$ cat src/rtl/panda_risc_v_ifu_fetch_ctrl.sv
// Instruction-fetch sequencer: issues sequential PC requests on the
// instruction bus and limits them to MAX_OUTSTANDING credits. Each in-order
// response is paired with its PC, and responses left stale by a flush or
// system reset are dropped. Accepted instructions go to the fetch-stage
// register as a valid/ready stream with no added latency.
module panda_risc_v_ifu_fetch_ctrl #(
    parameter int          IBUS_TID_WIDTH  = 8,
    parameter int          MAX_OUTSTANDING = 4,
    parameter logic [31:0] RST_PC          = 32'h0000_0000,
    parameter int          SIM_DELAY       = 1
)(
    input  logic                                       aclk,
    input  logic                                       aresetn,
    input  logic                                       sys_reset_req,
    input  logic                                       flush_req,
    input  logic [31:0]                                flush_addr,
    output logic [31:0]                                m_ibus_req_addr,
    output logic [IBUS_TID_WIDTH-1:0]                  m_ibus_req_tid,
    output logic                                       m_ibus_req_valid,
    input  logic                                       m_ibus_req_ready,
    input  logic [31:0]                                s_ibus_resp_rdata,
    input  logic [1:0]                                 s_ibus_resp_err,
    input  logic [IBUS_TID_WIDTH-1:0]                  s_ibus_resp_tid,
    input  logic                                       s_ibus_resp_valid,
    output logic                                       s_ibus_resp_ready,
    output logic [31:0]                                m_fetch_inst,
    output logic [31:0]                                m_fetch_pc,
    output logic [1:0]                                 m_fetch_err,
    output logic [IBUS_TID_WIDTH-1:0]                  m_fetch_id,
    output logic                                       m_fetch_is_first_inst_after_rst,
    output logic                                       m_fetch_valid,
    input  logic                                       m_fetch_ready,
    output logic [$clog2(MAX_OUTSTANDING+1)-1:0]       in_flight_cnt,
    output logic [$clog2(MAX_OUTSTANDING+1)-1:0]       discard_cnt
);

    localparam int CNT_W = $clog2(MAX_OUTSTANDING + 1);
    localparam int PTR_W = (MAX_OUTSTANDING > 1) ? $clog2(MAX_OUTSTANDING) : 1;
    localparam logic [CNT_W-1:0] MAX_CNT  = CNT_W'(MAX_OUTSTANDING);
    localparam logic [PTR_W-1:0] LAST_PTR = PTR_W'(MAX_OUTSTANDING - 1);

    // Registers update without a modelled delay; the parameter is only
    // accepted so existing instantiations keep elaborating.
    logic unused_sim_delay;
    assign unused_sim_delay = (SIM_DELAY != 0);

    logic [31:0]               pc_reg, pc_next;
    logic [IBUS_TID_WIDTH-1:0] tid_reg, tid_next;
    logic [CNT_W-1:0]          in_flight_reg, in_flight_next;
    logic [CNT_W-1:0]          discard_reg, discard_next;
    logic                      first_reg, first_next;
    logic [PTR_W-1:0]          wr_ptr_reg, wr_ptr_next;
    logic [PTR_W-1:0]          rd_ptr_reg, rd_ptr_next;
    logic [31:0]               pc_fifo [MAX_OUTSTANDING];

    logic on_flush;
    logic discarding;
    logic req_fire;
    logic resp_fire;
    logic pop;

    // Handshake qualification: flush blocks new requests, stale responses
    // are always drained, and a response with nothing in flight is ignored.
    always_comb begin
        on_flush          = sys_reset_req | flush_req;
        discarding        = (discard_reg != '0);
        m_ibus_req_valid  = aresetn & ~on_flush & (in_flight_reg < MAX_CNT);
        req_fire          = m_ibus_req_valid & m_ibus_req_ready;
        s_ibus_resp_ready = on_flush | discarding | m_fetch_ready;
        m_fetch_valid     = aresetn & s_ibus_resp_valid & ~on_flush & ~discarding;
        resp_fire         = s_ibus_resp_valid & s_ibus_resp_ready & (in_flight_reg != '0);
        pop               = resp_fire & ~on_flush & ~discarding;
    end

    // Request and fetch payloads: requests come straight from the PC/TID
    // counters, fetch output bypasses the response and takes the FIFO head.
    always_comb begin
        m_ibus_req_addr                 = pc_reg;
        m_ibus_req_tid                  = tid_reg;
        m_fetch_inst                    = s_ibus_resp_rdata;
        m_fetch_err                     = s_ibus_resp_err;
        m_fetch_id                      = s_ibus_resp_tid;
        m_fetch_pc                      = pc_fifo[rd_ptr_reg];
        m_fetch_is_first_inst_after_rst = first_reg;
        in_flight_cnt                   = in_flight_reg;
        discard_cnt                     = discard_reg;
    end

    // Next-state: a flush converts everything still in flight (minus the
    // response dropped this cycle) into responses to discard.
    always_comb begin
        pc_next        = pc_reg;
        tid_next       = tid_reg;
        first_next     = first_reg;
        wr_ptr_next    = wr_ptr_reg;
        rd_ptr_next    = rd_ptr_reg;
        in_flight_next = in_flight_reg + CNT_W'(req_fire) - CNT_W'(resp_fire);
        discard_next   = discard_reg;

        if (on_flush) begin
            discard_next = in_flight_reg - CNT_W'(resp_fire);
            wr_ptr_next  = '0;
            rd_ptr_next  = '0;
            if (sys_reset_req) begin
                pc_next    = RST_PC;
                tid_next   = '0;
                first_next = 1'b1;
            end else begin
                pc_next    = flush_addr;
            end
        end else begin
            if (resp_fire && discarding)
                discard_next = discard_reg - 1'b1;
            if (req_fire) begin
                pc_next     = pc_reg + 32'd4;
                tid_next    = tid_reg + 1'b1;
                wr_ptr_next = (wr_ptr_reg == LAST_PTR) ? '0 : wr_ptr_reg + 1'b1;
            end
            if (pop) begin
                first_next  = 1'b0;
                rd_ptr_next = (rd_ptr_reg == LAST_PTR) ? '0 : rd_ptr_reg + 1'b1;
            end
        end
    end

    // Control state register with synchronous active-low reset.
    always_ff @(posedge aclk) begin
        if (!aresetn) begin
            pc_reg        <= RST_PC;
            tid_reg       <= '0;
            in_flight_reg <= '0;
            discard_reg   <= '0;
            first_reg     <= 1'b1;
            wr_ptr_reg    <= '0;
            rd_ptr_reg    <= '0;
        end else begin
            pc_reg        <= pc_next;
            tid_reg       <= tid_next;
            in_flight_reg <= in_flight_next;
            discard_reg   <= discard_next;
            first_reg     <= first_next;
            wr_ptr_reg    <= wr_ptr_next;
            rd_ptr_reg    <= rd_ptr_next;
        end
    end

    // PC FIFO storage: one register per slot, written with the issued PC.
    // Occupancy is tracked by the pointers, so the data needs no reset.
    generate
        for (genvar gi = 0; gi < MAX_OUTSTANDING; gi++) begin : g_pc_fifo
            logic [31:0] entry_reg;

            // Capture the request PC when this slot is the write target.
            always_ff @(posedge aclk) begin
                if (req_fire && (wr_ptr_reg == PTR_W'(gi)))
                    entry_reg <= pc_reg;
            end

            assign pc_fifo[gi] = entry_reg;
        end
    endgenerate

endmodule

$ cat config.mk
export PLATFORM = sky130hd
export DESIGN_NAME = panda_risc_v_ifu_fetch_ctrl
export DESIGN_NICKNAME = d
export VERILOG_FILES = /design/src/rtl/panda_risc_v_ifu_fetch_ctrl.sv
export SDC_FILE = /design/constraint.sdc
export NUM_CORES = 1
export LEC_CHECK = 0
export CAP_MARGIN = 30
export CORE_MARGIN = 8
export CORE_UTILIZATION = 53
export CTS_CLUSTER_DIAMETER = 50
export CTS_CLUSTER_SIZE = 20
export DETAILED_ROUTE_END_ITERATION = 12
export HOLD_SLACK_MARGIN = 0.06
export PLACE_DENSITY = 0.86
export SYNTH_ARGS = -nofsm -noshare
export SYNTH_HDL_FRONTEND = slang
export SYNTH_SLANG_ARGS = --single-unit
$ cat constraint.sdc
create_clock -name aclk -period 6.51 [get_ports aclk]
set_input_delay 1.302 -clock aclk [delete_from_list [all_inputs] [get_ports aclk]]
set_output_delay 1.302 -clock aclk [all_outputs]
set_load 0.02 [all_outputs]
# Word-level counts from Yosys, hierarchy flattened
# Cells that the tools add are included.
[classes]
muxes = 16
addsub = 8
n_lt_le_gt_ge = 2
bitwise_logic = 17
reduce_logical = 14
n_eq_ne = 5
[op_table]
columns = ["cell", "count"]
rows = [
  ["32-bit two-way mux", 5],
  ["32-bit binary-select mux with 2-bit select", 1],
  ["32-bit by 3-bit adder with 32-bit output (second input constant)", 1],
  ["8-bit two-way mux", 3],
  ["1-bit AND", 10],
  ["8-bit by 1-bit adder with 8-bit output (second input constant)", 1],
  ["2-bit == test (second input constant)", 3],
  ["3-bit two-way mux", 2],
  ["2-bit nonzero test", 3],
  ["3-bit nonzero test", 2],
  ["3-bit by 1-bit subtractor with 3-bit output", 2],
  ["1-bit logical AND", 5],
  ["2-bit by 1-bit adder with 2-bit output (second input constant)", 2],
  ["2-bit two-way mux", 2],
  ["2-bit AND reduction", 2],
  ["3-bit by 1-bit adder with 3-bit output", 1],
  ["3-bit >= comparator (second input constant)", 1],
  ["3-bit < comparator (second input constant)", 1],
  ["1-bit two-way mux", 3],
  ["1-bit NOT", 3],
  ["2-bit NOT with 3-bit output", 1],
  ["1-bit bitwise OR", 3],
  ["3-bit by 1-bit subtractor with 3-bit output (second input constant)", 1],
  ["2-bit by 1-bit == test with 1-bit output (second input constant)", 1],
  ["other kinds (3)", 3],
]
[word_totals]
elab_cells = 73
ff_bits = 179
out_inout_bits = 124

# Logic depth before layout (Yosys ltp)
# Gate-level depths: netlist of the first run.
[depth]
ltp_word = 9
mapped_depth = 12

# Worst setup path after synthesis of the first run
# OpenSTA, ideal clock, no wires.
[synth_path]
kind = "in2out"
start = "in sys_reset_req"
end = "out m_fetch_valid"
cell_stages = 5
path_slack_ns = 2.780
n_path_buf = 2
t_arrival_ns = 2.428
path_cell_list = "buf_6 > or2_1 > buf_6 > nor3b_4 > and3_1"
[synth_via]
elab_chain_len = 4
[synth_lines]
columns = ["item", "line_no", "rtl"]
rows = [
  ["start, declared", "14", "input logic sys_reset_req,"],
  ["1-bit bitwise OR", "65", "on_flush = sys_reset_req | flush_req;"],
  ["1-bit NOT", "70", "m_fetch_valid = aresetn & s_ibus_resp_valid & ~on_flush & ~discarding;"],
  ["1-bit AND (2 in a row)", "70", ""],
  ["end, declared", "31", "output logic m_fetch_valid,"],
]
# No other way between the ends.

# Final worst setup path of the first run
[layout_path]
start = "in aresetn"
end = "out m_ibus_req_valid"
[layout_via]
elab_chain_len = 2
[layout_lines]
columns = ["item", "line_no", "rtl"]
rows = [
  ["start, declared", "13", "input logic aresetn,"],
  ["1-bit AND (2 in a row)", "67", "m_ibus_req_valid = aresetn & ~on_flush & (in_flight_reg < MAX_CNT);"],
  ["end, declared", "19", "output logic m_ibus_req_valid,"],
]
# No other way between the ends.

==> impl_metrics.env, run 1 <==
export IMPL_layout_drive_gt1_share_pct=11.8
export IMPL_fmax_mhz=198
export IMPL_clock_skew_ns=0.00868
export IMPL_grt_use_met3_pct=6.13
export IMPL_cp_data_arrival_time_ns=3.75
export IMPL_start_kind="input pin"
export IMPL_final_util_pct=66.0
export IMPL_synth_edf_count=128
export IMPL_drtPass1Iterations=5
export IMPL_drt_iter0_drc=480
export IMPL_dpl_cell_area_um2=9010
export IMPL_num_vias=5267
export IMPL_grt_max_degree=35
export IMPL_power_leakage_nw=3.20
export IMPL_path_delay_family="buffers and inverters"
export IMPL_start_util_pct=54.4
export IMPL_vias_per_cell=6.11
export IMPL_tritoncts="done"
export IMPL_gp_congestion=0.936
export IMPL_cts_buffers=17
export IMPL_clock_latency_ns=0.43
export IMPL_rsz0062_at_grt="false"
export IMPL_fin_setup_tns_ns=0
export IMPL_syn_num_nets=678
export IMPL_cts_resized=0
export IMPL_slew_viol_final=0
export IMPL_synth_ff_type="edfxtp_1"
export IMPL_hold_viol_final=0
export IMPL_io_pins=205
export IMPL_fin_total_pwr_mw=2.67
export IMPL_ctsHoldBuffers=0
export IMPL_drtAntennaViolNets=0
export IMPL_tightest_slew_ns=0.946
export IMPL_outcome="finished clean"
export IMPL_grtUsageTotal_pct=20.9
export IMPL_cts_setup_buffers=0
export IMPL_largest_register_ffs=128
export IMPL_crit_top_cell="clkdlybuf4s50_1"
export IMPL_grtUsageMet1_pct=25.0
export IMPL_wirelength_mm=20.2
export IMPL_fp_coreArea_um2=14600
export IMPL_wl_per_cell_um=23.5
export IMPL_end_kind="output port"
export IMPL_dp_cells=830
export IMPL_htree_num_levels=4
export IMPL_synthCells=583
export IMPL_yosys_top_cells_area="edfxtp_1, dfxtp_1, mux4_2, buf_4, ha_1"
export IMPL_ir_drop_mv=0.197
export IMPL_fin_area_um2=9630
export IMPL_yosysUniqueCellTypes=53
export IMPL_path_max_fanout=19
export IMPL_area_growth_pct=21.3
export IMPL_path_cells="clkdlybuf4s50_1 > nor2b_1 > buf_4 > nand2_1 > nor2_1 > clkdlybuf4s50_1"
export IMPL_seq_area_frac_synth_pct=61.3
export IMPL_slowest_delay_ns=0.85
export IMPL_worstPathRequired_ns=5.21
export IMPL_clock_path_buffers=2
export IMPL_die_h_um=138
export IMPL_crit_slowest_cell="clkdlybuf4s50_1"
export IMPL_die_w_um=138
export IMPL_die_area_um2=19100
export IMPL_async_reset_ff_share_pct=0
export IMPL_post_layout_nonfiller_instances=862
export IMPL_drc=0
export IMPL_yosys_warnings=0
export IMPL_setup_viol_count_final=0
export IMPL_nets=760
export IMPL_slew_headroom_pct=36.7
export IMPL_holdWs_ns=0.473
export IMPL_first_global_vias=5313
export IMPL_yosysTopAreaCellShare_pct=48.4
export IMPL_dp_hpwl_mm=13.9
export IMPL_num_rows=44
export IMPL_grt_pass1_wl_mm=31.0
export IMPL_clkTransAtPathRegs_ns=0.06
export IMPL_clock_sink_count=179
export IMPL_port_buffers=120
export IMPL_grt_overflow_total=0
export IMPL_root_buffer="clkbuf_16"
export IMPL_syn_avg_cell_area_um2=13.6
export IMPL_antenna_found_initial=0
export IMPL_yosys_area_top_type="edfxtp_1"
export IMPL_diodes=0
export IMPL_path_buf_inv=3
export IMPL_n_fill_cell=983
export IMPL_netlist_area_um2=7940
export IMPL_path_class="input pin to output port"
export IMPL_ys_ff_latch=179
export IMPL_grt_busiest_layer="met2"
export IMPL_max_cap_viol_count=0
export IMPL_post_route_period_util_pct=77.6
export IMPL_final_setup_worst_slack_ns=1.46
export IMPL_grt_use_met2_pct=34.6
export IMPL_worstHoldPathType="flip-flop to flip-flop"
export IMPL_p_per_area_nw_per_um2=277
export IMPL_fin_crit_ns=5.05
export IMPL_pre_cts_slack_ns=1.47
[worst reg2reg max path, delay by kind of cell (launching register included)]
family        cells  cell delay, ns
simple gates      3            1.09
fa+ha+maj         3            0.87
flops             1            0.42
xor+xnor          2            0.28
buf+inv           2            0.21
[per-layer routing]
layer	share of wire [%]	wire, um
met1	38	7680
met2	50	10200
met3	8.8	1770
met4	3.0	611
met5	0	0
[cell usage after synthesis (16+ instances only)]
master / number
edfxtp_1: 128
dfxtp_1: 51
buf_4: 42
nand2_1: 35
nor2_1: 33
mux4_2: 32
a21oi_1: 26
o21ai_0: 24
xor2_1: 18
clkbuf_1: 17
nand4_1: 17
nor3_1: 16
[power breakdown]
group	total (mW)	leakage, nW	switching (mW)	internal [mW]
clock	1.06	0.298	0.420	0.638
combinational	0.322	1.29	0.171	0.152
sequential	1.29	1.62	0.0434	1.24
[cell families after synthesis]
logic type	Yosys count	synth area share (%)
adder cells (fa/ha/maj)	14	2.30
flip-flops	179	61.3
buffers and inverters	81	6.09
AND/OR/NAND/NOR	158	10.5
AO/OA/AOI/OAI	84	6.64
multiplexers	44	10.6
XOR/XNOR	23	2.54
[final timing paths]
path	to	cells after the start	slack [ns]	start
setup / recovery	m_ibus_req_valid	6	1.46	aresetn
hold / removal	m_fetch_is_first_inst_after_rst	2	0.47	m_fetch_is_first_inst_after_rst
setup reg to reg	in_flight_cnt[2]	10	3.53	in_flight_cnt[2]
hold reg to reg	m_fetch_is_first_inst_after_rst	2	0.47	m_fetch_is_first_inst_after_rst
[layout by cell type (no fill, tap or decap), drive strengths merged, types with 2 or more instances in the layout]
| master | count |
|---|---|
| and3 | 7 |
| a21oi | 27 |
| nor3b | 2 |
| nand2 | 35 |
| or3 | 3 |
| nor4 | 4 |
| o21ai | 24 |
| a311o | 2 |
| inv | 14 |
| dfxtp | 51 |
| a31oi | 3 |
| clkinv | 9 |
| o2111ai | 2 |
| clkinvlp | 2 |
| clkbuf | 17 |
| o211ai | 2 |
| edfxtp | 128 |
| xor2 | 18 |
| mux2i | 12 |
| nand4 | 18 |
| and2 | 11 |
| ha | 13 |
| xnor2 | 5 |
| nor3 | 17 |
| bufinv | 4 |
| clkdlybuf4s50 | 120 |
| and4 | 6 |
| a22o | 2 |
| buf | 10 |
| mux4 | 32 |
| nor2 | 34 |
| nor2b | 4 |
| a211oi | 12 |
| a22oi | 2 |
| nand3 | 14 |
[final cells by class]
type,count,area (um2),area share (%)
Clock buffer,17,425,4.42
Clock inverter,15,189,1.96
Multi-Input combinational cell,323,2590,26.9
Timing Repair Buffer,130,1280,13.3
Tap cell,184,230,2.39
Sequential cell,179,4870,50.5
Inverter,14,52.6,0.546
(Power assumes the default switching activity.)
==> run 2: changes to the inputs <==
--- a/config.mk
+++ b/config.mk
@@ -7,12 +7,12 @@
 export LEC_CHECK = 0
 export CAP_MARGIN = 30
 export CORE_MARGIN = 8
-export CORE_UTILIZATION = 53
+export CORE_UTILIZATION = 44
 export CTS_CLUSTER_DIAMETER = 50
 export CTS_CLUSTER_SIZE = 20
 export DETAILED_ROUTE_END_ITERATION = 12
 export HOLD_SLACK_MARGIN = 0.06
-export PLACE_DENSITY = 0.86
+export PLACE_DENSITY = 0.76
 export SYNTH_ARGS = -nofsm -noshare
 export SYNTH_HDL_FRONTEND = slang
 export SYNTH_SLANG_ARGS = --single-unit
==> constraint.sdc (replaced) <==
create_clock -name aclk -period 4.45 [get_ports aclk]
set_input_delay 0.89 -clock aclk [delete_from_list [all_inputs] [get_ports aclk]]
set_output_delay 0.89 -clock aclk [all_outputs]
set_load 0.02 [all_outputs]
==> run 2 against run 1 <==
Compared with the run above: sequential share of layout area decreased by 0.37 points; combinational power increased by 48%; clock-buffer cell count increased by 1; core utilization decreased by 12 points; hold slack got worse by 0.013 ns; non-clock buffer count increased by 11; die area increased by 18%; via count decreased by 2.8%; critical endpoint is now m_fetch_valid; total power increased by 39%; wire length decreased by 0.36%.
==> impl_metrics.env, run 2 (same netlist as run 1, synthesis figures left out) <==
export IMPL_pre_cts_slack_ns=0.707
export IMPL_wl_per_cell_um=21.9
export IMPL_max_cap_viol_count=0
export IMPL_pwr_share_comb_pct=12.8
export IMPL_fp_coreArea_um2=17800
export IMPL_reg2reg_from="discard_cnt[0]"
export IMPL_gp_congestion=0.864
export IMPL_whs_endpoint="m_fetch_is_first_inst_after_rst"
export IMPL_drtPass1Iterations=5
export IMPL_cp_data_arrival_time_ns=2.78
export IMPL_wirelength_mm=20.1
export IMPL_slew_headroom_pct=40.1
export IMPL_cts_resized=0
export IMPL_area_growth_pct=22.2
export IMPL_tritoncts="done"
export IMPL_num_rows=49
export IMPL_cts_buffers=17
export IMPL_grt_busiest_layer="met2"
export IMPL_power_switching_uw=954
export IMPL_min_delay_start="m_fetch_is_first_inst_after_rst"
export IMPL_layout_drive_gt1_share_pct=13.2
export IMPL_grt_overflow_total=0
export IMPL_ctsHoldBuffers=0
export IMPL_die_w_um=150
export IMPL_worstPathRequired_ns=3.56
export IMPL_grt_max_degree=35
export IMPL_start_kind="input pin"
export IMPL_clockPowerShare_pct=36.6
export IMPL_final_setup_worst_slack_ns=0.778
export IMPL_hold_viol_final=0
export IMPL_clock_skew_ns=0.0104
export IMPL_port_buffers=120
export IMPL_fmax_mhz=272
export IMPL_setup_worst_path_start="sys_reset_req"
export IMPL_n_fill_cell=1448
export IMPL_reg2reg_slack_ns=1.80
export IMPL_clock_sink_count=179
export IMPL_diodes=0
export IMPL_post_route_period_util_pct=82.5
export IMPL_layout_common_cells="edfxtp_1, clkdlybuf4s50_1, dfxtp_1, nand2_1, nor2_1"
export IMPL_io_pins=205
export IMPL_outcome="finished clean"
export IMPL_grtUsageTotal_pct=18.3
export IMPL_p_sw_share_pct=25.6
export IMPL_fin_setup_tns_ns=0
export IMPL_worstHoldPathType="flip-flop to flip-flop"
export IMPL_dp_hpwl_mm=14.6
export IMPL_path_class="input pin to output port"
export IMPL_die_h_um=150
export IMPL_pwr_share_seq_pct=50.5
export IMPL_grtUsageMet1_pct=21.1
export IMPL_drtAntennaViolNets=0
export IMPL_r2r_cells=12
export IMPL_start_util_pct=44.5
export IMPL_final_common_cell="edfxtp_1"
export IMPL_grt_pass1_wl_mm=30.8
export IMPL_num_vias=5118
export IMPL_ir_drop_mv=0.268
export IMPL_root_buffer="clkbuf_16"
export IMPL_rsz0062_at_grt="false"
export IMPL_grt_use_met3_pct=4.99
export IMPL_grt_use_met2_pct=31.0
export IMPL_end_kind="output port"
export IMPL_nets=771
export IMPL_cts_setup_buffers=0
export IMPL_first_global_vias=5281
export IMPL_vias_per_cell=5.58
export IMPL_htree_num_levels=4
export IMPL_setup_viol_count_final=0
export IMPL_drt_iter0_drc=367
export IMPL_p_per_area_nw_per_um2=384
export IMPL_fin_crit_ns=3.67
export IMPL_clock_path_buffers=2
export IMPL_fin_total_pwr_mw=3.72
export IMPL_antenna_found_initial=0
export IMPL_drc=0
export IMPL_tightest_slew_ns=0.897
export IMPL_slew_viol_final=0
export IMPL_clock_latency_ns=0.44
export IMPL_regToRegEndpoint="in_flight_cnt[2]"
export IMPL_clkTransAtPathRegs_ns=0.07
export IMPL_power_leakage_nw=3.22
export IMPL_die_area_um2=22600
export IMPL_internal_power_mw=2.77
export IMPL_holdPathStages=2
export IMPL_largest_register_ffs=128
export IMPL_path_max_fanout=4
## run 2: cell types whose count changed in the layout (fill, tap and decap cells not counted)
cell       previous run  this run
clkbuf_1              0         1
bufinv_16             4         0
clkinv_1              3         2
buf_4                10        20
inv_6                 1         6
clkinv_2              4         3
buf_12                0         1
## run 2: metrics by stage
step / hold WS, ns / utilization, % / instance area [um2] / instances
after CTS: 0.463 / 54.4 / 9700 / 918
after global placement: 0.455 / 51.4 / 9160 / 886
after global routing: 0.490 / 54.4 / 9700 / 918
final: 0.460 / 54.4 / 9700 / 918
after floorplan: 0.469 / - / 7940 / 583
after detailed placement: 0.452 / 51.4 / 9160 / 886
## run 2: metal layers
layer	routed length, um	up-vias
met5	0	-
met4	623	0
met3	1420	53
met2	10100	194
met1	7960	2512
li1	-	2359
## run 2: how the worst max path moves through the flow
stage                        to  slack (ns)  cells past startpoint
2_1_floorplan  in_flight_cnt[2]        1.20                     12
3_3_place_gp   in_flight_cnt[2]        0.76                     12
3_5_place_dp   in_flight_cnt[2]        0.71                     12
4_1_cts           m_fetch_valid        0.75                      5
5_1_grt           m_fetch_valid        0.71                      5
6_report          m_fetch_valid        0.78                      5
## run 2: power groups by stage
stage / registers, mW / logic (mW) / clock network [mW]
2_1_floorplan: 1.94 / 0.299 / 0
3_3_place_gp: 1.91 / 0.478 / 0
3_5_place_dp: 1.92 / 0.484 / 0
4_1_cts: 1.88 / 0.485 / 1.38
5_1_grt: 1.89 / 0.526 / 1.45
6_report: 1.88 / 0.478 / 1.36
## run 2: cell type report
class,instances,area [um2],share of cell area (%)
Sequential cell,179,4870,50.2
Tap cell,229,287,2.95
Inverter,14,52.6,0.542
Clock inverter,14,104,1.07
Clock buffer,18,429,4.43
Timing Repair Buffer,141,1370,14.1
Multi-Input combinational cell,323,2590,26.7
## run 2: critical path, stage by stage
cell and delay [ns]:
clkdlybuf4s50_1 0.43, or2_1 0.29, nor3b_4 0.35, and3_1 0.21, clkdlybuf4s50_1 0.60
